## config.mk

```make
export PLATFORM = sky130hd
export DESIGN_NAME = uart_prog_loader
export DESIGN_NICKNAME = d
export VERILOG_FILES = /design/src/rtl/uart_prog_loader.sv
export SDC_FILE = /design/constraint.sdc
export NUM_CORES = 1
export LEC_CHECK = 0
export ABC_AREA = 1
export BUFFER_PORTS_ARGS = -buffer_cell sky130_fd_sc_hd__clkbuf_2
export CORE_MARGIN = 1.5
export CORE_UTILIZATION = 30
export DETAILED_ROUTE_END_ITERATION = 8
export SLEW_MARGIN = 5
export SYNTH_ARGS = -nofsm -noshare
export SYNTH_HDL_FRONTEND = slang
export SYNTH_SLANG_ARGS = --single-unit
```

## constraint.sdc

```tcl
create_clock -name clk -period 1.98 [get_ports clk]
set_input_delay 0.198 -clock clk [delete_from_list [all_inputs] [get_ports clk]]
set_output_delay 0.198 -clock clk [all_outputs]
set_load 0.01 [all_outputs]
```

## src/rtl/uart_prog_loader.sv

```systemverilog
// UART (8N1) program loader: parses A5/LEN/data[/CKSUM] frames and writes RAM words,
// holding the CPU in reset until the image is complete. Checksum byte: UART_PROG_LOADER_CKSUM_EN.
module uart_prog_loader #(
    parameter int CLK_HZ = 50_000_000,
    parameter int BAUD   = 115200,
    parameter int ADDR_W = 10
) (
    input  logic              clk,
    input  logic              reset,
    input  logic              rx,
    output logic [ADDR_W-1:0] ram_addr,
    output logic [15:0]       ram_wdata,
    output logic              ram_we,
    output logic              cpu_hold,
    output logic              busy,
    output logic              done,
    output logic              err,
    output logic [15:0]       word_count
);
    localparam int BIT_DIV = CLK_HZ / BAUD;
    localparam int CNT_W   = $clog2(BIT_DIV);
    localparam logic [CNT_W-1:0] BIT_LAST  = CNT_W'(BIT_DIV - 1);
    localparam logic [CNT_W-1:0] HALF_LAST = CNT_W'(BIT_DIV / 2 - 1);
    localparam logic [16:0] MAX_LEN = 17'd1 << ADDR_W;

    typedef enum logic [1:0] {RX_IDLE, RX_START, RX_DATA, RX_STOP} rx_state_t;

    typedef enum logic [2:0] {
        L_IDLE, L_LEN_HI, L_LEN_LO, L_DATA_HI, L_DATA_LO,
`ifdef UART_PROG_LOADER_CKSUM_EN
        L_CKSUM,
`endif
        L_DONE, L_ERR
    } ld_state_t;

    rx_state_t        rx_state;
    logic             rx_meta, rx_sync, rx_prev;
    logic [CNT_W-1:0] baud_cnt;
    logic [2:0]       bit_idx;
    logic [7:0]       rx_shift;
    logic             byte_valid, frame_err;

    always_ff @(posedge clk or negedge reset) begin
        if (!reset) begin
            // NOTE: the synchroniser resets to the idle level so leaving reset never looks like a start bit.
            rx_meta    <= 1'b1;
            rx_sync    <= 1'b1;
            rx_prev    <= 1'b1;
            rx_state   <= RX_IDLE;
            baud_cnt   <= '0;
            bit_idx    <= '0;
            rx_shift   <= '0;
            byte_valid <= 1'b0;
            frame_err  <= 1'b0;
        end else begin
            rx_meta    <= rx;
            rx_sync    <= rx_meta;
            rx_prev    <= rx_sync;
            byte_valid <= 1'b0;
            frame_err  <= 1'b0;
            case (rx_state)
                RX_IDLE: begin
                    if (rx_prev && !rx_sync) begin
                        baud_cnt <= '0;
                        rx_state <= RX_START;
                    end
                end
                RX_START: begin
                    if (baud_cnt == HALF_LAST) begin
                        baud_cnt <= '0;
                        bit_idx  <= '0;
                        rx_state <= rx_sync ? RX_IDLE : RX_DATA;
                    end else begin
                        baud_cnt <= baud_cnt + 1'b1;
                    end
                end
                RX_DATA: begin
                    if (baud_cnt == BIT_LAST) begin
                        baud_cnt <= '0;
                        rx_shift <= {rx_sync, rx_shift[7:1]};
                        bit_idx  <= bit_idx + 1'b1;
                        if (bit_idx == 3'd7)
                            rx_state <= RX_STOP;
                    end else begin
                        baud_cnt <= baud_cnt + 1'b1;
                    end
                end
                RX_STOP: begin
                    if (baud_cnt == BIT_LAST) begin
                        baud_cnt   <= '0;
                        byte_valid <= rx_sync;
                        frame_err  <= !rx_sync;
                        rx_state   <= RX_IDLE;
                    end else begin
                        baud_cnt <= baud_cnt + 1'b1;
                    end
                end
                default: rx_state <= RX_IDLE;
            endcase
        end
    end

    ld_state_t     state;
    logic [7:0]    len_hi, data_hi;
    logic [15:0]   len;
    logic [ADDR_W:0] index;
    logic [ADDR_W:0] next_index;
    logic [15:0]   frame_len;
    logic          last_word;
`ifdef UART_PROG_LOADER_CKSUM_EN
    logic [7:0]    cksum;
`endif

    assign frame_len  = {len_hi, rx_shift};
    assign next_index = index + 1'b1;
    assign last_word  = (17'(next_index) == {1'b0, len});
    assign busy       = !(state inside {L_IDLE, L_DONE, L_ERR});

    always_ff @(posedge clk or negedge reset) begin
        if (!reset) begin
            state      <= L_IDLE;
            len_hi     <= '0;
            data_hi    <= '0;
            len        <= '0;
            index      <= '0;
            ram_addr   <= '0;
            ram_wdata  <= '0;
            ram_we     <= 1'b0;
            cpu_hold   <= 1'b0;
            done       <= 1'b0;
            err        <= 1'b0;
            word_count <= '0;
`ifdef UART_PROG_LOADER_CKSUM_EN
            cksum      <= '0;
`endif
        end else begin
            // NOTE: ram_we defaults low every cycle so a write is exactly one clk wide.
            ram_we <= 1'b0;
            if (frame_err && busy) begin
                state <= L_ERR;
                err   <= 1'b1;
            end else if (byte_valid) begin
                case (state)
                    L_IDLE, L_DONE, L_ERR: begin
                        if (rx_shift == 8'hA5) begin
                            state      <= L_LEN_HI;
                            index      <= '0;
                            word_count <= '0;
                            done       <= 1'b0;
                            err        <= 1'b0;
                            cpu_hold   <= 1'b1;
`ifdef UART_PROG_LOADER_CKSUM_EN
                            cksum      <= '0;
`endif
                        end
                    end
                    L_LEN_HI: begin
                        len_hi <= rx_shift;
                        state  <= L_LEN_LO;
                    end
                    L_LEN_LO: begin
                        len <= frame_len;
                        if ({1'b0, frame_len} > MAX_LEN) begin
                            state <= L_ERR;
                            err   <= 1'b1;
                        end else if (frame_len == 16'd0) begin
`ifdef UART_PROG_LOADER_CKSUM_EN
                            state <= L_CKSUM;
`else
                            state    <= L_DONE;
                            done     <= 1'b1;
                            cpu_hold <= 1'b0;
`endif
                        end else begin
                            state <= L_DATA_HI;
                        end
                    end
                    L_DATA_HI: begin
                        data_hi <= rx_shift;
`ifdef UART_PROG_LOADER_CKSUM_EN
                        cksum   <= cksum ^ rx_shift;
`endif
                        state   <= L_DATA_LO;
                    end
                    L_DATA_LO: begin
                        ram_we     <= 1'b1;
                        ram_addr   <= index[ADDR_W-1:0];
                        ram_wdata  <= {data_hi, rx_shift};
                        index      <= next_index;
                        word_count <= word_count + 16'd1;
`ifdef UART_PROG_LOADER_CKSUM_EN
                        cksum      <= cksum ^ rx_shift;
                        state      <= last_word ? L_CKSUM : L_DATA_HI;
`else
                        if (last_word) begin
                            state    <= L_DONE;
                            done     <= 1'b1;
                            cpu_hold <= 1'b0;
                        end else begin
                            state <= L_DATA_HI;
                        end
`endif
                    end
`ifdef UART_PROG_LOADER_CKSUM_EN
                    L_CKSUM: begin
                        if (rx_shift == cksum) begin
                            state    <= L_DONE;
                            done     <= 1'b1;
                            cpu_hold <= 1'b0;
                        end else begin
                            state <= L_ERR;
                            err   <= 1'b1;
                        end
                    end
`endif
                    default: state <= L_IDLE;
                endcase
            end
        end
    end
endmodule

```

# == Yosys cells after proc, flatten, opt, wreduce, memory -nomap -nowiden ==
# Index checks and enable logic that the tools add are counted.
# Widths: inputs -> output; s select.
# totals
regBits,119
in_bits,3
out_inout_bits,47
wordCells,124
# classes
n_addsub,4
order_cmp,1
n_eq_ne,25
n_mux,46
n_bitwise,1
n_reduce_logical,26
# ops
op,n
$pmux 16 s2,1
$mux 9,3
$pmux 9 s3,1
$mux 3,8
$pmux 11 s2,1
$mux 1,18
$ne 2x2->1 const B,9
$add 16x1->16 const B,1
$eq 11x16->1,1
$gt 16x11->1 const B,1
$logic_not 16->1,1
$mux 16,1
$pmux 3 s5,1
$reduce_and 3->1,5
$eq 3x3->1 const B,4
$mux 2,6
$add 11x1->11 const B,1
$mux 11,1
$add 9x1->9 const B,1
$eq 9x8->1 const B,1
$eq 9x9->1 const B,1
$reduce_bool 3->1,3
$eq 8x8->1 const B,1
$pmux 2 s4,1
other kinds (21),31

# == Depth between registers and ports, before layout ==
# Gate-level depths: netlist of the first run.
# depth
word_depth,6
ltp_mapped,15

# == Least setup slack after synthesis of the first run ==
# No wires, ideal clock.
# synth_timing
kind,flip-flop to flip-flop
startpoint,register index[0]
endpoint,register cpu_hold
setup_time_ps,113
arrival_time_ps,1675
required_time_ps,1867
setup_slack_ps,192
stages_incl_launch_ff,13
path_buffers,0
synth_period_minus_slack_ps,1788
cell_sequence,dfrtp_1 ha_1 nand3_1 nor2_1 nand4_1 nand2_1 nand2_1 nand2_1 nand3_2 o21bai_2 nand3_1 nand2_1 inv_1
# synth_between
elab_chain_cells,4
# synth_rtl
item,line_no,rtl
start: declaration,106,logic [ADDR_W:0] index;
start signal: assignment,189,index <= next_index;
$add 11x1->11,115,assign next_index = index + 1'b1;
$eq 11x16->1,116,"assign last_word = (17'(next_index) == {1'b0, len});"
$ne 2x2->1 (no source line),--,
$reduce_and 7->1 (no source line),--,
end signal: assignment,129,cpu_hold <= 1'b0;
end signal: assignment,151,cpu_hold <= 1'b1;
end signal: assignment,172,cpu_hold <= 1'b0;
end: declaration,14,"output logic cpu_hold,"
# Every way passes these cells.
# A chain may end at the register's enable or synchronous reset.

# == Final worst setup path of the first run ==
# Same ends and word-level chain as after synthesis.

==> results.py, run 1 <==
metrics = {
    "drt": {
        "vias": 4504,
        "dr.pass1.iters": 7,
        "postRouteAntennaNets": 0,
        "routedWlPerCell_um": 12.6,
        "drtIter0Drc": 211,
        "wirelength_um": 12300,
        "viasPerCell": 4.61,
        "drc": 8,
    },
    "critical_path": {
        "r2r-start": "index[0]$_DFFE_PN0P_",
        "path_buf_inv": 2,
        "cpMaxStageDelayCell": "dfrtp_1",
        "crit_fanout": 7,
        "critical_path_arrival_ns": 2.18,
        "crit-reg2reg-capture": "cpu_hold$_DFFE_PN0P_",
        "critPathCaptureType": "flip-flop",
        "cp_top_family": "simple AND/OR/NAND/NOR gates",
        "start_kind": "flip-flop",
        "slowest_delay_ns": 0.40,
        "reg2reg_depth": 12,
        "crit_chain": "buf_6, nand3_2, nor2_4, nand2_1, nand3b_1, nand2_1, nor2_2, nand3_2, o21bai_4, nand3_2, nand2_2, inv_2",
        "cp_common_cell": "nand3_2",
        "ff2ff_setup_slack_ns": 0.12,
        "path_class": "reg2reg",
        "crit_required_ns": 2.30,
    },
    "floorplanning": {
        "initial_core_util_pct": 30.8,
        "die_h_um": 139,
        "dieArea_sq_um": 19400,
        "pin_count": 50,
        "die-width_um": 139,
        "coreArea_sq_um": 18100,
        "rows": 49,
    },
    "run_status": {
        "outcome": "complete, but fails checks",
        "violations": "DRC",
    },
    "timing": {
        "rsz0062_at_grt": "yes",
        "worstMarginPinSlew_ns": 0.481,
        "timing.final.crit_share_pct": 94.1,
        "max_freq_mhz": 537,
        "relSlewSlack_pct": 67.7,
        "drv_slew": 0,
        "hold_viol": 0,
        "skew_ns": 0.00646,
        "setup_violations": 0,
        "period_needed_ns": 1.86,
    },
    "synthesis": {
        "synthFlopType": "dfrtp_1",
        "ys_warn_count": 0,
        "postSynthAreaPerCell_sq_um": 8.53,
        "synth_area_sq_um": 5560,
        "synth-async-reset-ratio_pct": 100,
        "synth_cell_types": 39,
        "synth_nets": 662,
        "syn-instance-count": 652,
        "ys_seq_area_share_pct": 53.6,
        "synth_edf_count": 0,
        "ys_ff_latch": 119,
    },
    "clock_network": {
        "cts_made_buffers": 17,
        "clock-root-buffer": "clkbuf_16",
        "clockBufferDepth": 2,
        "clock_sinks": 119,
        "htree_levels": 4,
        "tritoncts": "built",
        "clk_latency_ns": 0.42,
        "clk_pin_slew_worst_paths_ns": 0.06,
    },
    "global_routing": {
        "grt_pass1_wl_um": 21300,
        "antenna_found_initial": 0,
        "grt_max_degree": 70,
        "grt_pass1_vias": 4311,
        "grt.total_usage_pct": 13.8,
        "grt_overflow_total": 0,
    },
    "place": {
        "hpwl_um": 8800,
        "port-buffer-count": 49,
        "place.gp.congestion": 0.923,
        "dp.cells": 942,
        "dpl_cell_area_sq_um": 6240,
    },
    "final_layout": {
        "final_area_sq_um": 6950,
        "fillers": 1841,
        "layout-drive-gt1-share_pct": 21.4,
        "layout.cells.non_filler": 978,
        "antennaDiodeCount": 0,
        "area_growth_pct": 24.9,
        "final_nets": 746,
    },
    "power": {
        "p_leak_nw": 3.32,
        "p_total_mw": 6.03,
        "powerDensity_nw_per_um2": 868,
        "ir_drop_mv": 0.678,
    },
    "job": {
        "max_cap_violations": 0,
    },
    "worst_hold_path": {
        "hp-class": "in2async",
    },
}
-- cells in the mapped netlist (5+ instances only) --
master | number | area (sq um)
o22ai_2 | 5 | 62.6
o21ai_1 | 26 | 130
nand4_1 | 7 | 43.8
o22ai_1 | 12 | 75.1
nand2_1 | 185 | 694
o21ai_0 | 56 | 280
nor3_1 | 8 | 40.0
inv_1 | 65 | 244
buf_6 | 7 | 78.8
nor2_1 | 57 | 214
buf_2 | 5 | 25.0
nand2_2 | 5 | 31.3
a21oi_1 | 11 | 55.1
ha_1 | 7 | 87.6
dfrtp_1 | 116 | 2900
nand3b_1 | 5 | 37.5
nand3_1 | 36 | 180
-- worst min-delay path: stages --
cell	delay [ns]
dlygate4sd3_1	0.53
buf_4	0.14
buf_12	0.25
-- through the flow --
step,hold slack [ns],worst slack [ns],util (%),TNS (ns)
3_3_place_gp,0.229,0.0652,34.5,0
3_5_place_dp,0.229,-0.0112,34.5,-0.0112
5_1_grt,0.348,-0.110,38.4,-0.387
2_1_floorplan,-0.0976,0.192,-,0
6_report,0.320,0.117,38.4,0
4_1_cts,0.327,0.0513,37.9,0
-- cells in the final DEF, fill, tap and decap left out, types with 3 or more instances in the layout --
cell	n
nor3_1	8
clkbuf_16	17
buf_12	5
nand2_2	12
o21ai_0	54
o21ai_1	26
clkinv_2	4
nor2_2	6
nor2_1	51
ha_1	6
nand3b_1	5
inv_2	5
nand4_1	7
buf_4	23
mux2_2	4
clkbuf_2	48
o22ai_2	5
nand3_2	3
a21oi_1	11
nand2_1	178
xor2_1	4
nand3_1	34
dfstp_2	3
dfrtp_1	116
inv_6	3
inv_1	62
clkinv_4	5
o22ai_1	12
a32o_1	3
-- worst max-delay path by stage --
stage / startpoint / endpoint / slack, ns / cells past startpoint
global route: index[0]$_DFFE_PN0P_ / cpu_hold$_DFFE_PN0P_ / -0.11 / 14
CTS: index[1]$_DFFE_PN0P_ / cpu_hold$_DFFE_PN0P_ / 0.05 / 12
floorplan: index[0]$_DFFE_PN0P_ / cpu_hold$_DFFE_PN0P_ / 0.19 / 12
global placement: index[1]$_DFFE_PN0P_ / cpu_hold$_DFFE_PN0P_ / 0.07 / 12
detailed placement: index[1]$_DFFE_PN0P_ / cpu_hold$_DFFE_PN0P_ / -0.01 / 12
finish: index[0]$_DFFE_PN0P_ / cpu_hold$_DFFE_PN0P_ / 0.12 / 12
-- layout make-up --
| type | count | area, sq um | share of cell area (%) |
|---|---|---|---|
| flip-flops and latches | 119 | 2980 | 42.9 |
| multi-input cells | 450 | 2280 | 32.8 |
| repair buffers | 80 | 556 | 7.99 |
| clock buffers | 18 | 439 | 6.32 |
| well taps | 229 | 287 | 4.12 |
| inverters | 68 | 258 | 3.71 |
| clock inverters | 14 | 150 | 2.16 |
-- power by group --
part           internal (mW)  total (mW)  switching (mW)
sequential              2.50        2.55          0.0570
combinational          0.135       0.434           0.298
clock                   1.89        3.04            1.15
-- layer usage --
| metal | share of wire (%) | GRT usage, % | vias to the layer above |
|---|---|---|---|
| li1 | - | - | 2317 |
| met1 | 47 | 17.7 | 2104 |
| met2 | 47 | 22.2 | 66 |
| met3 | 4.2 | 3.87 | 17 |
| met4 | 1.6 | 5.21 | 0 |
| met5 | 0 | 0 | - |
-- cells by family after synthesis --
| kind of cell | count (synthesis) | synth area share (%) |
|---|---|---|
| simple gates | 314 | 23.9 |
| flops | 119 | 53.6 |
| compound gates | 118 | 12.1 |
| buf+inv | 83 | 6.90 |
| fa+ha+maj | 7 | 1.57 |
| xor+xnor | 6 | 0.944 |
| mux | 5 | 0.989 |
-- timing repair --
action                                  CTS  global route
hold endpoints to repair                117             0
setup buffers                             0             2
endpoints found under the setup margin    1            50
resized for setup                         1            27
hold buffers                              2             0
pin swaps                                 0             4
gates cloned                              0             0
-- flip-flops by register name, summed over array words and instances, names as in the netlist, 8 cells and up, named ones only --
register,count
baud_cnt,9
data_hi,8
index,11
len,16
len_hi,8
ram_addr,10
ram_wdata,16
rx_shift,8
word_count,16
Power figures use the tool's default switching activity.
==> inputs of run 2 (changes only) <==
CORE_MARGIN = 10   (was 1.5)
PLACE_DENSITY = 0.54   (was not set)
REMOVE_ABC_BUFFERS = 1   (was not set)
==> run 2 against run 1 <==
  * The run now ends clean
  * Register-to-register slack got worse by 0.07 ns
  * Flip-flop and latch count stayed put
  * Sequential share of layout area hardly changed
  * Fmax decreased by 3.7%
  * Sequential power barely moved
  * Critical path type unchanged
==> results.py, run 2 (synthesis results as in run 1) <==
metrics = {
    "timing": {
        "skew_ns": 0.00713,
        "drv_slew": 0,
        "fin_hold_ws_ns": 0.289,
        "layout_setup_ws_ns": 0.0461,
        "relSlewSlack_pct": 67.6,
        "timing.final.crit_share_pct": 97.7,
        "setup_violations": 0,
        "worstMarginPinSlew_ns": 0.486,
        "max_freq_mhz": 517,
        "hold_viol": 0,
        "period_needed_ns": 1.93,
        "fin_setup_tns_ns": 0,
        "rsz0062_at_grt": "yes",
    },
    "final_layout": {
        "layout.cells.non_filler": 979,
        "final_nets": 747,
        "area_growth_pct": 24.9,
        "final_cell_mix": "nand2_1, dfrtp_1, inv_1",
        "final_common_cell": "nand2_1",
        "largestRegisters": "len: 16 flops, ram_wdata: 16 flops, word_count: 16 flops",
        "final_util_pct": 38.4,
        "layout-drive-gt1-share_pct": 20.9,
        "final_area_sq_um": 6950,
        "antennaDiodeCount": 0,
    },
    "job": {
        "max_cap_violations": 0,
    },
    "clock_network": {
        "clk_pin_slew_worst_paths_ns": 0.06,
        "clock-root-buffer": "clkbuf_16",
        "tritoncts": "built",
        "clk_latency_ns": 0.42,
        "cts_made_buffers": 17,
        "clockBufferDepth": 2,
        "htree_levels": 4,
        "clock_sinks": 119,
    },
    "critical_path": {
        "path_buf_inv": 2,
        "crit_start": "index[0]$_DFFE_PN0P_",
        "slowest_delay_ns": 0.41,
        "cp.depth": 14,
        "crit-reg2reg-capture": "cpu_hold$_DFFE_PN0P_",
        "crit_fanout": 3,
        "cp_common_cell": "nand2_1",
        "crit_chain": "ha_4, inv_4, nand2_2, nand2_1, nor2_1, nand2_1, nor2_1, nand3_1, nor2_2, nand3_2, o21bai_4, nand3_2, nand2_1, inv_1",
        "cp_top_family": "simple AND/OR/NAND/NOR gates",
        "reg2reg_depth": 14,
        "crit_required_ns": 2.29,
        "crit_end": "cpu_hold$_DFFE_PN0P_",
        "start_kind": "flip-flop",
        "ff2ff_setup_slack_ns": 0.05,
        "r2r-start": "index[0]$_DFFE_PN0P_",
        "cpMaxStageDelayCell": "dfrtp_1",
        "critPathCaptureType": "flip-flop",
        "path_class": "reg2reg",
        "critical_path_arrival_ns": 2.24,
    },
    "drt": {
        "vias": 4568,
        "wirelength_um": 13300,
        "routedWlPerCell_um": 13.6,
        "viasPerCell": 4.67,
        "postRouteAntennaNets": 0,
        "drtIter0Drc": 300,
        "drc": 0,
        "dr.pass1.iters": 4,
    },
    "worst_hold_path": {
        "hp-class": "in2async",
    },
    "power": {
        "p_int_mw": 4.56,
        "pwr-share-comb_pct": 7.7,
        "p_total_mw": 6.05,
        "seqPwrFrac_pct": 42.2,
        "ir_drop_mv": 0.592,
        "powerDensity_nw_per_um2": 871,
        "clockPowerShare_pct": 50.1,
        "p_leak_nw": 3.32,
        "p_switching_mw": 1.49,
        "p_sw_share_pct": 24.6,
    },
    "place": {
        "dpl_cell_area_sq_um": 6240,
        "dp_slack_ns": 0.0552,
        "hpwl_um": 9310,
        "port-buffer-count": 49,
        "dp.cells": 943,
        "place.gp.congestion": 0.818,
    },
    "global_routing": {
        "grt_pass1_vias": 4570,
        "antenna_found_initial": 0,
        "grt_max_degree": 54,
        "grt_overflow_total": 0,
        "grt.total_usage_pct": 11.6,
        "grt_pass1_wl_um": 22900,
    },
    "floorplanning": {
        "initial_core_util_pct": 30.8,
        "die_h_um": 156,
        "dieArea_sq_um": 24400,
        "coreArea_sq_um": 18100,
        "die-width_um": 156,
        "rows": 49,
        "pin_count": 50,
    },
    "run_status": {
        "outcome": "completed",
    },
}
==> run 2: worst register-to-register path, delay by kind of cell, from the launching register on <==
family                   cells  cell delay, ns
flip-flops                   1            0.41
adder cells (fa/ha/maj)      1            0.30
AO/OA/AOI/OAI                1            0.19
AND/OR/NAND/NOR             10            0.86
buffers and inverters        2            0.06
==> run 2: routing by layer <==
layer	share of wire [%]	vias to the layer above	global-route usage (%)
met3	4.8	16	3.61
li1	-	2307	-
met4	1.4	0	4.36
met2	46	90	18.5
met1	48	2155	14.4
met5	0	-	0
==> run 2: repair_timing <==
item | 4_1_cts | 5_1_grt
resized for setup | 0 | 27
setup buffers | 0 | 2
hold endpoints to repair | 31 | 0
setup endpoints to repair | 0 | 43
hold buffers | 2 | 0
==> run 2: worst min-delay path by stage <==
| stage | start | end | slack [ns] | cells after the start |
|---|---|---|---|---|
| after global routing | reset | word_count[9]$_DFFE_PN0P_ | 0.34 | 2 |
| after detailed placement | reset | word_count[0]$_DFFE_PN0P_ | 0.20 | 1 |
| after global placement | reset | word_count[2]$_DFFE_PN0P_ | 0.19 | 1 |
| final | reset | word_count[2]$_DFFE_PN0P_ | 0.29 | 2 |
| after CTS | reset | word_count[10]$_DFFE_PN0P_ | 0.30 | 2 |
| after floorplan | reset | asynchronous set/reset pin | -0.1 | 0 |
==> run 2: area by class of cell <==
type	count	area, sq um
Fill cell	1821	11100
Timing Repair Buffer	81	556
Tap cell	229	287
Inverter	68	260
Sequential cell	119	2980
Clock buffer	20	457
Clock inverter	12	126
Multi-Input combinational cell	450	2280
==> run 2: power by group through the flow <==
stage                     registers, mW  logic (mW)  clock network [mW]
after floorplan                    2.58       0.287                   0
after global placement             2.60       0.448                   0
after detailed placement           2.59       0.451                   0
after CTS                          2.55       0.456                3.09
after global routing               2.57       0.541                3.22
final                              2.55       0.467                3.03
==> inputs of run 3 (changes only) <==
CAP_MARGIN = 30   (was not set)
CELL_PAD_IN_SITES_DETAIL_PLACEMENT = 1   (was not set)
CELL_PAD_IN_SITES_GLOBAL_PLACEMENT = 2   (was not set)
PLACE_DENSITY = 0.76   (was 0.54)
SETUP_SLACK_MARGIN = 0.4   (was not set)
==> run 3 against run 2 <==
  * The flow now finishes with violations (setup timing)
  * Count of clock-buffer cells in the layout is the same
  * Critical path type unchanged
  * Largest cell class is now multi-input combinational cells
  * Combinational power grew 90%
  * Sequential power is essentially flat
  * Fmax shrank 3.8%
  * Core utilization grew 12 points
  * Highest routed layer unchanged
  * Clock skew shrank 0.0013 ns
  * Register-to-register slack lost 0.08 ns
  * Via count grew 18%
  * First-iteration DRC count shrank 39%
  * Sequential share of layout area shrank 10 points
  * Critical path depth is the same
==> results.py, run 3 (synthesis results as in run 1) <==
metrics = {
    "critical_path": {
        "crit_fanout": 3,
        "cp_top_family": "simple AND/OR/NAND/NOR gates",
        "ff2ff_setup_slack_ns": -0.03,
        "r2r-start": "index[0]$_DFFE_PN0P_",
        "crit_required_ns": 2.30,
        "critical_path_arrival_ns": 2.33,
        "crit-reg2reg-capture": "cpu_hold$_DFFE_PN0P_",
        "start_kind": "flip-flop",
        "slowest_delay_ns": 0.42,
        "cpMaxStageDelayCell": "dfrtp_1",
        "crit_chain": "ha_4, inv_2, nand2_1, nand2_1, nor2_1, nand2_1, nor2_1, nand3_1, nor2_2, nand3_2, o21bai_4, nand3_2, nand2_1, inv_1",
        "path_buf_inv": 2,
        "cp_common_cell": "nand2_1",
        "cp.depth": 14,
        "path_class": "reg2reg",
        "reg2reg_depth": 14,
        "critPathCaptureType": "flip-flop",
    },
    "place": {
        "dp_slack_ns": -0.0586,
        "hpwl_um": 11300,
        "dpl_cell_area_sq_um": 6260,
        "port-buffer-count": 49,
        "place.gp.congestion": 0.811,
        "dp.cells": 948,
    },
    "final_layout": {
        "final_area_sq_um": 9180,
        "final_cell_mix": "dfrtp_1, nand2_1, buf_4",
        "largestRegisters": "len: 16 flops, ram_wdata: 16 flops, word_count: 16 flops",
        "final_common_cell": "dfrtp_1",
        "antennaDiodeCount": 0,
        "layout.cells.non_filler": 1061,
        "layout-drive-gt1-share_pct": 54.0,
        "final_util_pct": 50.8,
        "final_nets": 831,
        "area_growth_pct": 65.0,
    },
    "floorplanning": {
        "dieArea_sq_um": 24400,
        "rows": 49,
        "pin_count": 50,
        "coreArea_sq_um": 18100,
        "die_h_um": 156,
        "initial_core_util_pct": 30.8,
        "die-width_um": 156,
    },
    "power": {
        "p_switching_mw": 1.75,
        "pwr-share-comb_pct": 13.1,
        "p_sw_share_pct": 25.9,
        "clockPowerShare_pct": 48.7,
        "p_total_mw": 6.76,
        "powerDensity_nw_per_um2": 736,
        "p_int_mw": 5.01,
        "ir_drop_mv": 0.643,
        "seqPwrFrac_pct": 38.2,
        "p_leak_nw": 4.20,
    },
    "timing": {
        "max_freq_mhz": 497,
        "timing.final.crit_share_pct": 102,
        "period_needed_ns": 2.01,
        "hold_viol": 0,
        "relSlewSlack_pct": 46.4,
        "rsz0062_at_grt": "yes",
        "worstMarginPinSlew_ns": 0.800,
        "drv_slew": 0,
        "setup_violations": 18,
        "skew_ns": 0.00587,
        "layout_setup_ws_ns": -0.0302,
    },
    "drt": {
        "drtIter0Drc": 184,
        "routedWlPerCell_um": 20.0,
        "wirelength_um": 21200,
        "dr.pass1.iters": 4,
        "vias": 5394,
        "drc": 0,
        "postRouteAntennaNets": 0,
        "viasPerCell": 5.08,
    },
    "worst_hold_path": {
        "hp-class": "in2async",
    },
    "clock_network": {
        "clockBufferDepth": 2,
        "clock-root-buffer": "clkbuf_16",
        "clk_pin_slew_worst_paths_ns": 0.06,
        "clock_sinks": 119,
        "cts_made_buffers": 17,
        "htree_levels": 4,
        "tritoncts": "built",
        "clk_latency_ns": 0.43,
    },
    "global_routing": {
        "grt_pass1_vias": 5606,
        "grt.total_usage_pct": 15.3,
        "grt_pass1_wl_um": 29600,
        "grt_max_degree": 38,
        "grt_overflow_total": 0,
        "antenna_found_initial": 0,
    },
    "run_status": {
        "violations": "setup timing",
        "outcome": "complete, but fails checks",
    },
    "job": {
        "max_cap_violations": 0,
    },
}
[run 3: metal layers]
metal  track usage [%]  share of wire [%]  vias to the layer above
li1                  -                  -                     2493
met1              16.9                 38                     2719
met2              27.3                 53                      121
met3              4.49                4.1                       61
met4              5.57                4.5                        0
met5                 0                  0                        -
[run 3: timing repair]
action,in CTS,in global routing
hold buffers,2,0
gates cloned,13,1
setup buffers,34,33
pin swaps,37,46
setup endpoints to repair,117,115
resized for setup,233,218
hold endpoints to repair,30,0
[run 3: through the flow]
stage / hold slack (ns) / setup TNS (ns)
final: 0.359 / -0.175
after global routing: 0.366 / -3.23
after CTS: 0.336 / 0
after detailed placement: 0.217 / -0.109
after global placement: 0.208 / 0
after floorplan: -0.0976 / -5.56
[run 3: how the worst max path moves through the flow]
| stage | startpoint | end | slack, ns |
|---|---|---|---|
| 3_5_place_dp | index[0]$_DFFE_PN0P_ | cpu_hold$_DFFE_PN0P_ | -0.06 |
| 5_1_grt | index[0]$_DFFE_PN0P_ | cpu_hold$_DFFE_PN0P_ | -0.17 |
| 3_3_place_gp | index[0]$_DFFE_PN0P_ | cpu_hold$_DFFE_PN0P_ | 0.02 |
| 2_1_floorplan | state[1]$_DFFE_PN0P_ | word_count[13]$_DFFE_PN0P_ | -0.37 |
| 4_1_cts | index[0]$_DFFE_PN0P_ | cpu_hold$_DFFE_PN0P_ | 0.05 |
| 6_report | index[0]$_DFFE_PN0P_ | cpu_hold$_DFFE_PN0P_ | -0.03 |
[run 3: worst reg2reg max path, cell delays in order, from the launching register on]
cell and delay, ns:
dfrtp_1 0.42, ha_4 0.30, inv_2 0.04, nand2_1 0.05
nand2_1 0.05, nor2_1 0.09, nand2_1 0.05, nor2_1 0.11
nand3_1 0.14, nor2_2 0.13, nand3_2 0.12, o21bai_4 0.20
nand3_2 0.09, nand2_1 0.08, inv_1 0.04
[run 3: cell type report]
cell class	count	area [sq um]
clock buffers	20	457
clock inverters	10	153
fillers	1958	8910
inverters	68	285
multi-input cells	453	3420
flip-flops and latches	119	2990
well taps	229	287
repair buffers	162	1590
[run 3: power by group through the flow]
stage | clock, mW | sequential [mW] | combinational, mW
2_1_floorplan | 0 | 2.58 | 0.287
6_report | 3.29 | 2.58 | 0.885
3_5_place_dp | 0 | 2.60 | 0.493
3_3_place_gp | 0 | 2.59 | 0.469
4_1_cts | 3.32 | 2.57 | 0.721
5_1_grt | 3.45 | 2.59 | 0.978
